===== src/rtl/memory_stage.sv =====
// Memory stage of a five-stage pipeline: passes non-memory instructions
// through in one cycle, runs loads/stores as a blocking request/ready
// handshake with a timeout, and registers the write-back outputs.
module memory_stage #(
  parameter int unsigned TIMEOUT = 255
) (
  input  logic        clk,
  input  logic        rst,
  input  logic [31:0] IR_M,
  input  logic [31:0] ALU_output_M,
  input  logic [31:0] B_M,
  input  logic        valid_M,
  output logic        stall_M,
  output logic        mem_req,
  output logic        mem_we,
  output logic [31:0] mem_addr,
  output logic [31:0] mem_wdata,
  input  logic [31:0] mem_rdata,
  input  logic        mem_ready,
  output logic [31:0] IR_W,
  output logic [31:0] ALU_output_W,
  output logic [31:0] LMD_W,
  output logic        valid_W,
  output logic        mem_err
);

  localparam int unsigned CW = (TIMEOUT < 2) ? 1 : $clog2(TIMEOUT + 1);
  localparam logic [CW-1:0] TO_LAST = CW'(TIMEOUT - 1);

  typedef enum logic {IDLE, ACCESS} state_t;

  state_t        state_q, state_d;
  logic [CW-1:0] cnt_q, cnt_d;
  logic [31:0]   ir_a_q, ir_a_d;
  logic [31:0]   addr_a_q, addr_a_d;
  logic [31:0]   wdata_a_q, wdata_a_d;
  logic          we_a_q, we_a_d;
  logic [31:0]   ir_w_q, ir_w_d;
  logic [31:0]   alu_w_q, alu_w_d;
  logic [31:0]   lmd_w_q, lmd_w_d;
  logic          valid_w_q, valid_w_d;
  logic          err_q, err_d;

  logic is_load_m, is_store_m, is_mem_m, in_access;

  // Decode the incoming instruction class
  always_comb begin
    is_load_m  = (IR_M[31:29] == 3'b100);
    is_store_m = (IR_M[31:29] == 3'b101);
    is_mem_m   = valid_M && (is_load_m || is_store_m);
  end

  // Next-state and write-back register computation
  always_comb begin
    state_d   = state_q;
    cnt_d     = cnt_q;
    ir_a_d    = ir_a_q;
    addr_a_d  = addr_a_q;
    wdata_a_d = wdata_a_q;
    we_a_d    = we_a_q;
    ir_w_d    = ir_w_q;
    alu_w_d   = alu_w_q;
    lmd_w_d   = lmd_w_q;
    valid_w_d = valid_w_q;
    err_d     = err_q;
    unique case (state_q)
      IDLE: begin
        if (!valid_M) begin
          ir_w_d    = '0;
          valid_w_d = 1'b0;
        end else if (is_mem_m) begin
          ir_a_d    = IR_M;
          addr_a_d  = ALU_output_M;
          wdata_a_d = B_M;
          we_a_d    = is_store_m;
          cnt_d     = '0;
          state_d   = ACCESS;
          ir_w_d    = '0;
          valid_w_d = 1'b0;
        end else begin
          ir_w_d    = IR_M;
          alu_w_d   = ALU_output_M;
          valid_w_d = 1'b1;
        end
      end
      ACCESS: begin
        // ready wins over a timeout landing on the same edge
        if (mem_ready) begin
          ir_w_d    = ir_a_q;
          alu_w_d   = addr_a_q;
          valid_w_d = 1'b1;
          if (!we_a_q) lmd_w_d = mem_rdata;
          state_d   = IDLE;
        end else if (cnt_q == TO_LAST) begin
          err_d     = 1'b1;
          ir_w_d    = ir_a_q;
          alu_w_d   = addr_a_q;
          lmd_w_d   = '0;
          valid_w_d = 1'b1;
          state_d   = IDLE;
        end else begin
          cnt_d = cnt_q + CW'(1);
        end
      end
      default: state_d = IDLE;
    endcase
  end

  // State and pipeline registers, asynchronously cleared
  always_ff @(posedge clk or posedge rst) begin
    if (rst) begin
      state_q   <= IDLE;
      cnt_q     <= '0;
      ir_a_q    <= '0;
      addr_a_q  <= '0;
      wdata_a_q <= '0;
      we_a_q    <= 1'b0;
      ir_w_q    <= '0;
      alu_w_q   <= '0;
      lmd_w_q   <= '0;
      valid_w_q <= 1'b0;
      err_q     <= 1'b0;
    end else begin
      state_q   <= state_d;
      cnt_q     <= cnt_d;
      ir_a_q    <= ir_a_d;
      addr_a_q  <= addr_a_d;
      wdata_a_q <= wdata_a_d;
      we_a_q    <= we_a_d;
      ir_w_q    <= ir_w_d;
      alu_w_q   <= alu_w_d;
      lmd_w_q   <= lmd_w_d;
      valid_w_q <= valid_w_d;
      err_q     <= err_d;
    end
  end

  // Memory interface and stall; rst gates them so they drop with no clock edge
  always_comb begin
    in_access = (state_q == ACCESS) && !rst;
    mem_req   = in_access;
    mem_we    = in_access && we_a_q;
    mem_addr  = in_access ? addr_a_q  : '0;
    mem_wdata = in_access ? wdata_a_q : '0;
    if (rst)            stall_M = 1'b0;
    else if (in_access) stall_M = !mem_ready;
    else                stall_M = is_mem_m;
  end

  assign IR_W         = ir_w_q;
  assign ALU_output_W = alu_w_q;
  assign LMD_W        = lmd_w_q;
  assign valid_W      = valid_w_q;
  assign mem_err      = err_q;

endmodule

===== config.mk =====
export PLATFORM = sky130hd
export DESIGN_NAME = memory_stage
export DESIGN_NICKNAME = d
export VERILOG_FILES = /design/src/rtl/memory_stage.sv
export SDC_FILE = /design/constraint.sdc
export NUM_CORES = 1
export LEC_CHECK = 0
export CAP_MARGIN = 0
export CORE_UTILIZATION = 35
export DETAILED_ROUTE_END_ITERATION = 8
export PLACE_DENSITY_LB_ADDON = 0.1
export SKIP_LAST_GASP = 1
export SYNTH_ARGS = -nofsm -noshare
export SYNTH_HDL_FRONTEND = slang
export SYNTH_SLANG_ARGS = --single-unit

===== constraint.sdc =====
create_clock -name clk -period 9.3 [get_ports clk]
set_input_delay 0.93 -clock clk [delete_from_list [all_inputs] [get_ports clk]]
set_output_delay 0.93 -clock clk [all_outputs]
set_load 0.05 [all_outputs]

==> impl_metrics.yaml, run 1 <==
grt:
  grt_overflow: 0
  grt_pass1_vias: 7094
  grt_max_degree: 120
  antenna_found_initial: 0
  track_usage: 0.1868
  grt_pass1_wl_mm: 39.20
cells_and_area:
  diodes: 0
  area_growth_pct: 45.38
  seq_area_mm2: 0.005109
  multi_input_area_mm2: 0.003521
  drive_gt1_frac: 0.1103
  num-fill-cells: 2327
  nNetsFinal: 1276
  final_cell_mix: "296 x clkdlybuf4s50_1, 289 x nand2_1, 203 x dfrtp_1"
  layout_commonest_cell: "clkdlybuf4s50_1"
sta:
  finalHoldViolations: 0
  slew_violations: 0
  tns_ns: 0
  rsz0062_at_grt: "false"
  min_period_ns: 4.858
  clock_skew_ns: 0.01728
  worst_slew_pin_slew_ns: 0.9965
  hold_ws_ns: 0.4657
  finalCritPeriodShare: 0.5224
  finalSetupViolCount: 0
  max_freq_mhz: 205.8
  max_slew_margin: 0.3357
job:
  cap_viol_max_count: 0
yosys:
  yosysUniqueCellTypes: 41
  synth_area_per_cell_um2: 10.22
  synthFlopType: "dfrtp_1"
  async_flop_share: 1.000
  syn-cell-area_mm2: 0.008915
  synth-seq-cells: 204
  syn_nets: 1006
  seq_area_frac_synth: 0.5726
  syn_inst: 872
  yosys_warnings: 0
  synth_edf_count: 0
clock_network:
  hold_buffers: 0
  clk_pin_slew_worst_paths_ns: 0.06
  cts_buffers: 24
  post_cts_resized: 0
  clock_latency_ns: 0.53
  cts_tree: "done"
  clock-sinks: 204
  cts_setup_buffers: 0
  cts_root_buffer: "clkbuf_16"
  clockBufferDepth: 3
  cts_max_level: 1
worst_hold_path:
  hold_path_class: "reg2reg"
  hold_depth: 1
  hold_path_end: "ir_a_q[31]"
  holdCritStartpoint: "ir_a_q[31]"
critical_path:
  crit_arrival_ns: 3.93
  r2r_start: "state_q"
  crit_path_max_fanout: 119
  worstSetupPathType: "in2out"
  start_kind: "input port"
  regToRegEndpoint: "cnt_q[6]"
  reg2reg_slack_ns: 6.43
  critPathRequiredTime_ns: 8.37
  endpoint_kind: "output pin"
  reg2reg_depth: 4
die:
  die_w_um: 161.6
  start_util: 0.3550
  die_area_mm2: 0.02611
  core_mm2: 0.02511
  die_h_um: 161.6
  num_io_pins: 297
  row_count: 58
placement:
  port-buffer-count: 296
  place_congestion: 0.7415
  place_hpwl_mm: 14.92
pwr:
  p_per_area_mw_per_mm2: 241.8
  peakVddDrop_mv: 0.1574
  leakagePower_nw: 6.249
route:
  wl_per_cell_um: 16.48
  drtIter0Drc: 376
  route.detailed.drc: 0
  vias: 7074
  viasPerCell: 4.748
  wl_mm: 24.56
  ant_nets: 0
  drt_first_pass_iters: 4
status:
  status: "finished clean"
==> power by group <==
| part | total (mW) | switching (mW) | internal, mW | leakage [nW] |
|---|---|---|---|---|
| Sequential | 1.18 | 0.111 | 1.07 | 2.55 |
| Clock | 0.980 | 0.378 | 0.602 | 0.411 |
| Combinational | 0.974 | 0.597 | 0.377 | 3.28 |
| Total | 3.13 | 1.09 | 2.05 | 6.25 |
==> cell families after synthesis <==
kind of cell | synth area share
muxes | 0.09530
DFF | 0.5726
buffers and inverters | 0.03565
and+or+nand+nor | 0.2136
AOI/OAI and AO/OA | 0.08000
adders and majority gates | 0.002807
==> cell type report <==
class / instances / share of cell area
repair buffers: 307 / 0.2350
multi-input cells: 599 / 0.2717
well taps: 330 / 0.03186
inverters: 6 / 0.002317
clock inverters: 8 / 0.008206
flip-flops and latches: 204 / 0.3942
clock buffers: 36 / 0.05677
==> synthesized netlist by cell type, types with 5 or more instances <==
library cell	number	area, um2
a22o_1	32	280.3
a221oi_1	31	271.5
clkbuf_1	35	131.4
mux2_2	35	394.1
dfrtp_1	204	5105
inv_1	6	22.52
and3_1	68	425.4
mux2_4	29	435.4
nor2_1	69	259.0
nand2_1	289	1085
buf_2	23	115.1
nand3_1	5	25.02
==> metrics by stage <==
step | power [mW] | setup WS [ns] | cell area [um2] | std cells | util
floorplan | 1.815 | 0.1695 | 8915 | 872 | -
global placement | 2.171 | 4.370 | 12120 | 1446 | 0.4826
detailed placement | 2.175 | 4.375 | 12120 | 1446 | 0.4826
CTS | 3.173 | 4.365 | 12960 | 1490 | 0.5161
global route | 3.285 | 4.140 | 12960 | 1490 | 0.5161
finish | 3.134 | 4.442 | 12960 | 1490 | 0.5161
==> how the worst max path moves through the flow <==
| stage | from | endpoint | slack, ns | cells after the start |
|---|---|---|---|---|
| 2_1_floorplan | rst | ALU_output_W[0] | 0.17 | 2 |
| 3_3_place_gp | rst | mem_we | 4.37 | 5 |
| 3_5_place_dp | rst | mem_wdata[6] | 4.37 | 5 |
| 4_1_cts | rst | mem_wdata[6] | 4.36 | 5 |
| 5_1_grt | rst | mem_wdata[31] | 4.14 | 5 |
| 6_report | rst | mem_wdata[6] | 4.44 | 5 |
==> flip-flops by register name, indices dropped and copies added, names as in the netlist <==
name	cells
ALU_output_W	32
IR_W	32
LMD_W	32
addr_a_q	32
cnt_q	8
ir_a_q	32
mem_err	1
state_q	1
valid_W	1
wdata_a_q	32
we_a_q	1
==> routing by layer <==
metal  share of wire  wire (um)  track usage
met2            0.44      10780       0.2839
met1            0.47      11480       0.2638
met4           0.018        442      0.04717
met5               0          0            0
met3           0.076       1856      0.04931
==> critical path, cell delays in order <==
cell,delay (ns)
clkdlybuf4s50_1,0.52
inv_8,0.53
buf_4,0.75
and3_1,0.26
clkdlybuf4s50_1,0.81
Power figures use the tool's default switching activity.
==> run 2, diff against run 1 <==
==> constraint.sdc (replaced) <==
create_clock -name clk -period 4.8 [get_ports clk]
set_input_delay 0.48 -clock clk [delete_from_list [all_inputs] [get_ports clk]]
set_output_delay 0.48 -clock clk [all_outputs]
set_load 0.05 [all_outputs]
==> impl_metrics.yaml, run 2 (synthesized netlist as in run 1, its figures left out) <==
status:
  status: "finished clean"
die:
  die_h_um: 161.6
  row_count: 58
  num_io_pins: 297
  die_w_um: 161.6
  core_mm2: 0.02511
  start_util: 0.3550
  die_area_mm2: 0.02611
sta:
  slew_violations: 0
  max_freq_mhz: 283.5
  min_period_ns: 3.527
  tns_ns: 0
  clock_skew_ns: 0.008578
  hold_ws_ns: 0.4657
  finalHoldViolations: 0
  rsz0062_at_grt: "false"
  worst_slew_pin_slew_ns: 0.9962
  finalSetupViolCount: 0
  finalCritPeriodShare: 0.7348
  max_slew_margin: 0.3359
  setup_slack_ns: 1.273
pwr:
  intPower_mw: 3.932
  peakVddDrop_mv: 0.3124
  p_seq_frac: 0.382
  power_frac_clock: 0.305
  pwr-share-comb: 0.313
  p_per_area_mw_per_mm2: 465.1
  switching_share: 0.3483
  power.switching_mw: 2.101
  leakagePower_nw: 6.262
  power.total_mw: 6.033
cells_and_area:
  nNetsFinal: 1280
  final_util: 0.5166
  final_cell_mix: "296 x clkdlybuf4s50_1, 289 x nand2_1, 203 x dfrtp_1"
  layout_commonest_cell: "clkdlybuf4s50_1"
  finalNonFillerCells: 1495
  area_growth_pct: 45.50
  drive_gt1_frac: 0.1108
  postLayoutCellArea_mm2: 0.01297
  num-fill-cells: 2312
route:
  route.detailed.drc: 0
  wl_per_cell_um: 16.93
  drtIter0Drc: 360
  ant_nets: 0
  drt_first_pass_iters: 4
  wl_mm: 25.31
  vias: 7223
  viasPerCell: 4.831
grt:
  track_usage: 0.1916
  grt_pass1_vias: 7032
  grt_pass1_wl_mm: 39.79
  grt_overflow: 0
  antenna_found_initial: 0
  grt_max_degree: 150
critical_path:
  reg2reg_slack_ns: 1.84
  critPathRequiredTime_ns: 4.32
  crit_path_max_fanout: 92
  worstSetupEndpoint: "mem_req"
  crit_start: "state_q"
  crit_arrival_ns: 3.05
  worstSetupPathType: "reg2out"
  endpoint_kind: "output pin"
  r2r_start: "state_q"
  regToRegEndpoint: "ALU_output_W[9]"
  reg2reg_depth: 6
  start_kind: "flop"
clock_network:
  cts_max_level: 1
  clk_pin_slew_worst_paths_ns: 0.06
  cts_tree: "done"
  clock_latency_ns: 0.52
  cts_buffers: 24
  hold_buffers: 0
  clock-sinks: 204
  cts_setup_buffers: 0
  cts_root_buffer: "clkbuf_16"
  post_cts_resized: 0
  clockBufferDepth: 3
placement:
  dp.cells: 1450
  port-buffer-count: 296
  place_ws_ns: 1.474
  postPlaceCellArea_mm2: 0.01216
  place_congestion: 0.7418
  place_hpwl_mm: 15.50
job:
  cap_viol_max_count: 0
worst_hold_path:
  hold_path_class: "reg2reg"
[run 2: changes by cell type in the layout (fill, tap and decap cells not counted)]
cell,delta
buf_12,+1
buf_4,+3
bufinv_16,-1
clkbuf_1,+3
clkbuf_16,+1
clkbuf_8,-1
clkinv_2,+1
clkinv_8,-1
clkinvlp_4,-2
diode_2,+1
[run 2: area by class of cell]
class                      count  area (um2)  share of cell area
tap                          330       412.9             0.03183
antenna                        1       2.502           0.0001929
sequential                   204        5109              0.3938
inverter                       6       30.03            0.002315
clock buffer                  39       758.2             0.05845
clock inverter                 5       50.05            0.003858
multi-input combinational    599        3521              0.2714
timing repair buffer         311        3088              0.2381
[run 2: critical path: stages, from the launching register on]
cell and delay [ns]:
dfrtp_4 1.04, inv_1 0.45, nor2_1 0.22, clkdlybuf4s50_1 0.82
[run 2: how the worst min path moves through the flow]
stage	from	end	slack, ns	depth (start not counted)
global route	B_M[27]	wdata_a_q[27]	0.49	3
global placement	wdata_a_q[2]	wdata_a_q[2]	0.45	2
CTS	wdata_a_q[10]	wdata_a_q[10]	0.47	2
floorplan	ir_a_q[31]	ir_a_q[31]	0.44	1
finish	wdata_a_q[12]	wdata_a_q[12]	0.47	2
detailed placement	wdata_a_q[30]	wdata_a_q[30]	0.45	2
[run 2: power by group through the flow]
stage | Clock, mW | Combinational, mW | Sequential (mW)
after floorplan | 0 | 0.592 | 2.92
after global placement | 0 | 1.89 | 2.33
after detailed placement | 0 | 1.91 | 2.32
after CTS | 1.89 | 1.91 | 2.30
after global routing | 1.96 | 2.00 | 2.35
final | 1.84 | 1.89 | 2.30
[run 2: metal layers]
layer	wire length, um	vias up	GRT usage
li1	-	3481	-
met1	11870	3484	0.2788
met2	11080	235	0.2880
met3	2071	23	0.04931
met4	289	0	0.03602
met5	0	-	0
==> run 3, diff against run 2 <==
==> constraint.sdc (replaced) <==
create_clock -name clk -period 3.1 [get_ports clk]
set_input_delay 0.31 -clock clk [delete_from_list [all_inputs] [get_ports clk]]
set_output_delay 0.31 -clock clk [all_outputs]
set_load 0.05 [all_outputs]
==> impl_metrics.yaml, run 3 (synthesized netlist as in run 1, its figures left out) <==
clock_network:
  clock_latency_ns: 0.51
  clk_pin_slew_worst_paths_ns: 0.06
  clock-sinks: 204
  cts_setup_buffers: 0
  cts_max_level: 1
  clockBufferDepth: 3
  cts_tree: "done"
  cts_buffers: 24
  post_cts_resized: 0
  cts_root_buffer: "clkbuf_16"
  hold_buffers: 0
die:
  die_h_um: 161.6
  core_mm2: 0.02511
  num_io_pins: 297
  start_util: 0.3550
  die_w_um: 161.6
  die_area_mm2: 0.02611
  row_count: 58
pwr:
  p_seq_frac: 0.384
  intPower_mw: 5.983
  peakVddDrop_mv: 0.4864
  p_per_area_mw_per_mm2: 689.8
  switching_share: 0.3479
  pwr-share-comb: 0.326
  power_frac_clock: 0.289
  leakagePower_nw: 6.523
  power.switching_mw: 3.192
grt:
  grt_pass1_wl_mm: 39.74
  grt_overflow: 0
  antenna_found_initial: 0
  grt_pass1_vias: 7132
  track_usage: 0.1904
  grt_max_degree: 67
status:
  status: "finished clean"
worst_hold_path:
  holdCritStartpoint: "B_M[26]"
  hold_path_class: "in2reg"
  hold_path_end: "wdata_a_q[26]"
  hold_depth: 3
cells_and_area:
  final_cell_mix: "289 x nand2_1, 230 x clkdlybuf4s50_1, 203 x dfrtp_1"
  area_growth_pct: 49.21
  num-fill-cells: 2284
  drive_gt1_frac: 0.1735
  diodes: 0
  layout_commonest_cell: "nand2_1"
  finalNonFillerCells: 1500
  seq_area_mm2: 0.005109
  multi_input_area_mm2: 0.003521
  nNetsFinal: 1292
placement:
  place_ws_ns: 0.7739
  place_hpwl_mm: 16.30
  port-buffer-count: 296
  place_congestion: 0.7432
  dp.cells: 1462
sta:
  max_slew_margin: 0.4901
  min_period_ns: 2.739
  slew_violations: 0
  finalHoldViolations: 0
  finalCritPeriodShare: 0.8835
  rsz0062_at_grt: "false"
  max_freq_mhz: 365.1
  worst_slew_pin_slew_ns: 0.7648
  setup_slack_ns: 0.3612
  finalSetupViolCount: 0
  tns_ns: 0
  clock_skew_ns: 0.01588
route:
  ant_nets: 0
  vias: 7245
  viasPerCell: 4.830
  wl_mm: 24.74
  route.detailed.drc: 0
  drtIter0Drc: 339
  wl_per_cell_um: 16.49
  drt_first_pass_iters: 4
critical_path:
  reg2reg_slack_ns: 1.02
  start_kind: "flop"
  crit_path_max_fanout: 31
  critPathRequiredTime_ns: 2.79
  worstSetupPathType: "reg2out"
  crit_arrival_ns: 2.43
  reg2reg_depth: 7
  regToRegEndpoint: "cnt_q[6]"
  endpoint_kind: "output pin"
  r2r_start: "cnt_q[0]"
job:
  cap_viol_max_count: 0
run 3: changes by cell type in the layout (fill, tap and decap cells not counted), sizes merged:
| cell | before | now |
|---|---|---|
| clkinvlp | 0 | 1 |
| clkbuf | 39 | 35 |
| bufinv | 1 | 0 |
| buf | 15 | 93 |
| clkdlybuf4s50 | 296 | 230 |
| diode | 1 | 0 |
| clkinv | 4 | 2 |
run 3: worst max path at each step:
stage | endpoint | depth (start not counted) | slack [ns] | startpoint
global route | mem_req | 3 | 0.21 | state_q
global placement | mem_wdata[11] | 5 | 0.76 | rst
floorplan | mem_addr[31] | 3 | 0.10 | rst
detailed placement | mem_wdata[13] | 5 | 0.77 | rst
finish | mem_req | 3 | 0.36 | state_q
CTS | mem_req | 3 | 0.30 | state_q
run 3: worst max-delay path: stages, from the launching register on:
cell,delay [ns]
dfrtp_4,0.65
inv_1,0.28
nor2_1,0.16
clkdlybuf4s50_1,0.82
run 3: metal layers:
metal | vias to the layer above | part of all wire | GRT usage
li1 | 3503 | - | -
met1 | 3485 | 0.44 | 0.2595
met2 | 225 | 0.45 | 0.2939
met3 | 32 | 0.094 | 0.06317
met4 | 0 | 0.017 | 0.04031
met5 | - | 0 | 0
run 3: layout make-up:
type / instances / share of cell area
Sequential cell: 204 / 0.3841
Multi-Input combinational cell: 599 / 0.2647
Timing Repair Buffer: 323 / 0.2623
Clock buffer: 35 / 0.05437
Tap cell: 330 / 0.03104
Inverter: 6 / 0.002258
Clock inverter: 3 / 0.001317
run 3: power by group through the flow:
stage	logic, mW	clock network (mW)	registers [mW]
4_1_cts	3.03	2.75	3.53
3_3_place_gp	3.00	0	3.55
3_5_place_dp	3.02	0	3.56
6_report	2.99	2.65	3.53
2_1_floorplan	0.917	0	4.53
5_1_grt	3.17	2.87	3.60
run 3: metrics by stage:
stage	utilization	hold WS, ns	area [um2]	power (mW)
floorplan	-	0.4154	8919	5.443
global route	0.5297	0.3163	13300	9.643
CTS	0.5297	0.3002	13300	9.309
global placement	0.5002	0.4490	12560	6.557
detailed placement	0.5002	0.4539	12560	6.586
finish	0.5297	0.3176	13300	9.175
==> patch, RTL diff (config.mk and constraints of run 2) <==
Compare `cnt_q` against `TO_LAST` with >= in place of ==.
--- a/src/rtl/memory_stage.sv
+++ b/src/rtl/memory_stage.sv
@@ -91,7 +91,7 @@
           valid_w_d = 1'b1;
           if (!we_a_q) lmd_w_d = mem_rdata;
           state_d   = IDLE;
-        end else if (cnt_q == TO_LAST) begin
+        end else if (cnt_q >= TO_LAST) begin
           err_d     = 1'b1;
           ir_w_d    = ir_a_q;
           alu_w_d   = addr_a_q;
Formal check against the unedited RTL: same outputs for any inputs over 4 cycles, from zero or initial values and one cycle with rst high; that may be too few to reach the edited logic, so the function may still have changed.
==> patch against run 2 <==
  * Total power rose by 1.3%
  * Clock power rose by 6%
  * Critical path depth did not move
  * Combinational power fell by 2%
  * Sequential cell count did not move
  * Setup slack got worse by 0.036 ns
  * Wire length rose by 0.65%
  * Area after synthesis fell by 1.1%
  * Final area fell by 0.49%
==> patch: results (changes against run 2) <==
.. list-table::
   :header-rows: 1

   * - Metric
     - Value
   * - Most instantiated cells after synthesis
     - nand2_1, dfrtp_1, and3_1
   * - Post-detailed-route via-to-cell ratio
     - 4.87 (+0.88%)
   * - Post-synthesis share of cell area spent on full adders, half adders and majority gates
     - 0.284% (+0.0031 points)
   * - Routed WL per cell
     - 16.8 um (-0.61%)
   * - Vias in the first global route
     - 7,210 (+2.5%)
   * - Worst slack, placed
     - 1.50 ns (+0.0212 ns)
   * - Top cells by area in the synthesized netlist
     - dfrtp_1, nand2_1, mux2_2
   * - Initial antenna violation count
     - 1 (+1)
   * - Fin nets
     - 1,304 (+1.9%)
   * - Worst slew margin relative to its limit
     - 44.2% (+11 points)
   * - Global routing usage summed across all routing layers
     - 19.5% (+0.36 points)
   * - Area share of the largest cell type after synthesis
     - 57.9% (+0.63 points)
   * - Area after DPL
     - 0.0120 mm^2 (-1.0%)
   * - Total vias in the final route
     - 7,379 (+2.2%)
   * - Xor and xnor fraction of the mapped netlist area
     - 0.0993% (+0.099 points)
   * - Result of the run
     - completed
   * - Weighted congestion at the end of routability-driven global placement
     - 0.736 (-0.74%)
   * - Worst Clk Skew
     - 0.0211 ns (+0.0125 ns)
   * - Post-synthesis net count
     - 1,036 (+3.0%)
   * - Maximum VDD drop
     - 0.321 mV (+2.8%)
   * - Leak
     - 6.12 nW (-2.3%)
   * - Global-route wire length before repair
     - 40,200 um (+1.1%)
   * - Delay of the slowest cell on the worst path
     - 0.83 ns (-0.21 ns)
   * - Largest fanout on the critical path
     - 70 (-24%)
   * - FILL cells
     - 2,258 (-2.3%)
   * - Cell count after synthesis
     - 902 (+3.4%)
   * - Maximum number of pins on one net before global-route repair
     - 141 (-6.0%)
   * - Count of cell types in the netlist
     - 37 (-9.8%)
   * - Compound-gate portion of the synthesized area
     - 7.07% (-0.93 points)
   * - Starting DRC count in detailed routing
     - 369 (+2.5%)
   * - Slowest stage cell, crit path
     - clkdlybuf4s50_1
   * - Signal arrival time at the worst endpoint
     - 3.08 ns (+0.03 ns)
   * - Share of post-route cells with drive strength above 1
     - 8.75% (-2.3 points)
   * - Portion of the post-synthesis area used by sequential elements
     - 57.9% (+0.63 points)
   * - Mux contribution to synthesized area
     - 8.17% (-1.4 points)
[patch: metal layers]
| metal | wire length, um | GRT usage (%) |
|---|---|---|
| met5 | 0 | 0 |
| met4 | 540 | 5.70 |
| met3 | 2150 | 5.91 |
| met2 | 11300 | 29.9 |
| met1 | 11500 | 26.6 |
[patch: path summary, 6_finish.rpt]
| path | startpoint | to | slack, ns | cells past startpoint |
|---|---|---|---|---|
| min in group asynchronous | rst | addr_a_q[22]$_DFFE_PP0P_ | 0.57 | 2 |
| worst max-delay path | state_q$_DFF_PP0_ | mem_addr[5] | 1.24 | 3 |
| worst max register to register | state_q$_DFF_PP0_ | wdata_a_q[26]$_DFFE_PP0P_ | 2.38 | 4 |
| worst min register to register | wdata_a_q[10]$_DFFE_PP0P_ | wdata_a_q[10]$_DFFE_PP0P_ | 0.47 | 2 |
| worst min-delay path | wdata_a_q[10]$_DFFE_PP0P_ | wdata_a_q[10]$_DFFE_PP0P_ | 0.47 | 2 |
| max in group asynchronous | rst | state_q$_DFF_PP0_ | 2.20 | 4 |
[patch: layout make-up]
class / count / area share [%]
Multi-Input combinational cell: 626 / 26.6
Sequential cell: 204 / 39.6
Clock inverter: 7 / 0.882
Timing Repair Buffer: 310 / 23.8
Clock buffer: 37 / 5.82
Antenna cell: 2 / 0.0388
Inverter: 4 / 0.174
Tap cell: 324 / 3.14
[patch: cells by family after synthesis]
kind of cell / Yosys count
simple gates: 474
flops: 204
compound gates: 85
buf+inv: 72
mux: 64
fa+ha+maj: 2
xor+xnor: 1
[patch: power by group]
part           switching, mW  leakage (nW)  total [mW]  internal (mW)
Combinational           1.17          3.14        1.85          0.685
Sequential             0.227          2.55        2.31           2.08
Clock                  0.718         0.429        1.95           1.23
[patch: worst min-delay path, stage by stage, from the launching register on]
cell     delay [ns]
dfrtp_1        0.33
nand2_1        0.05
nand2_1        0.06
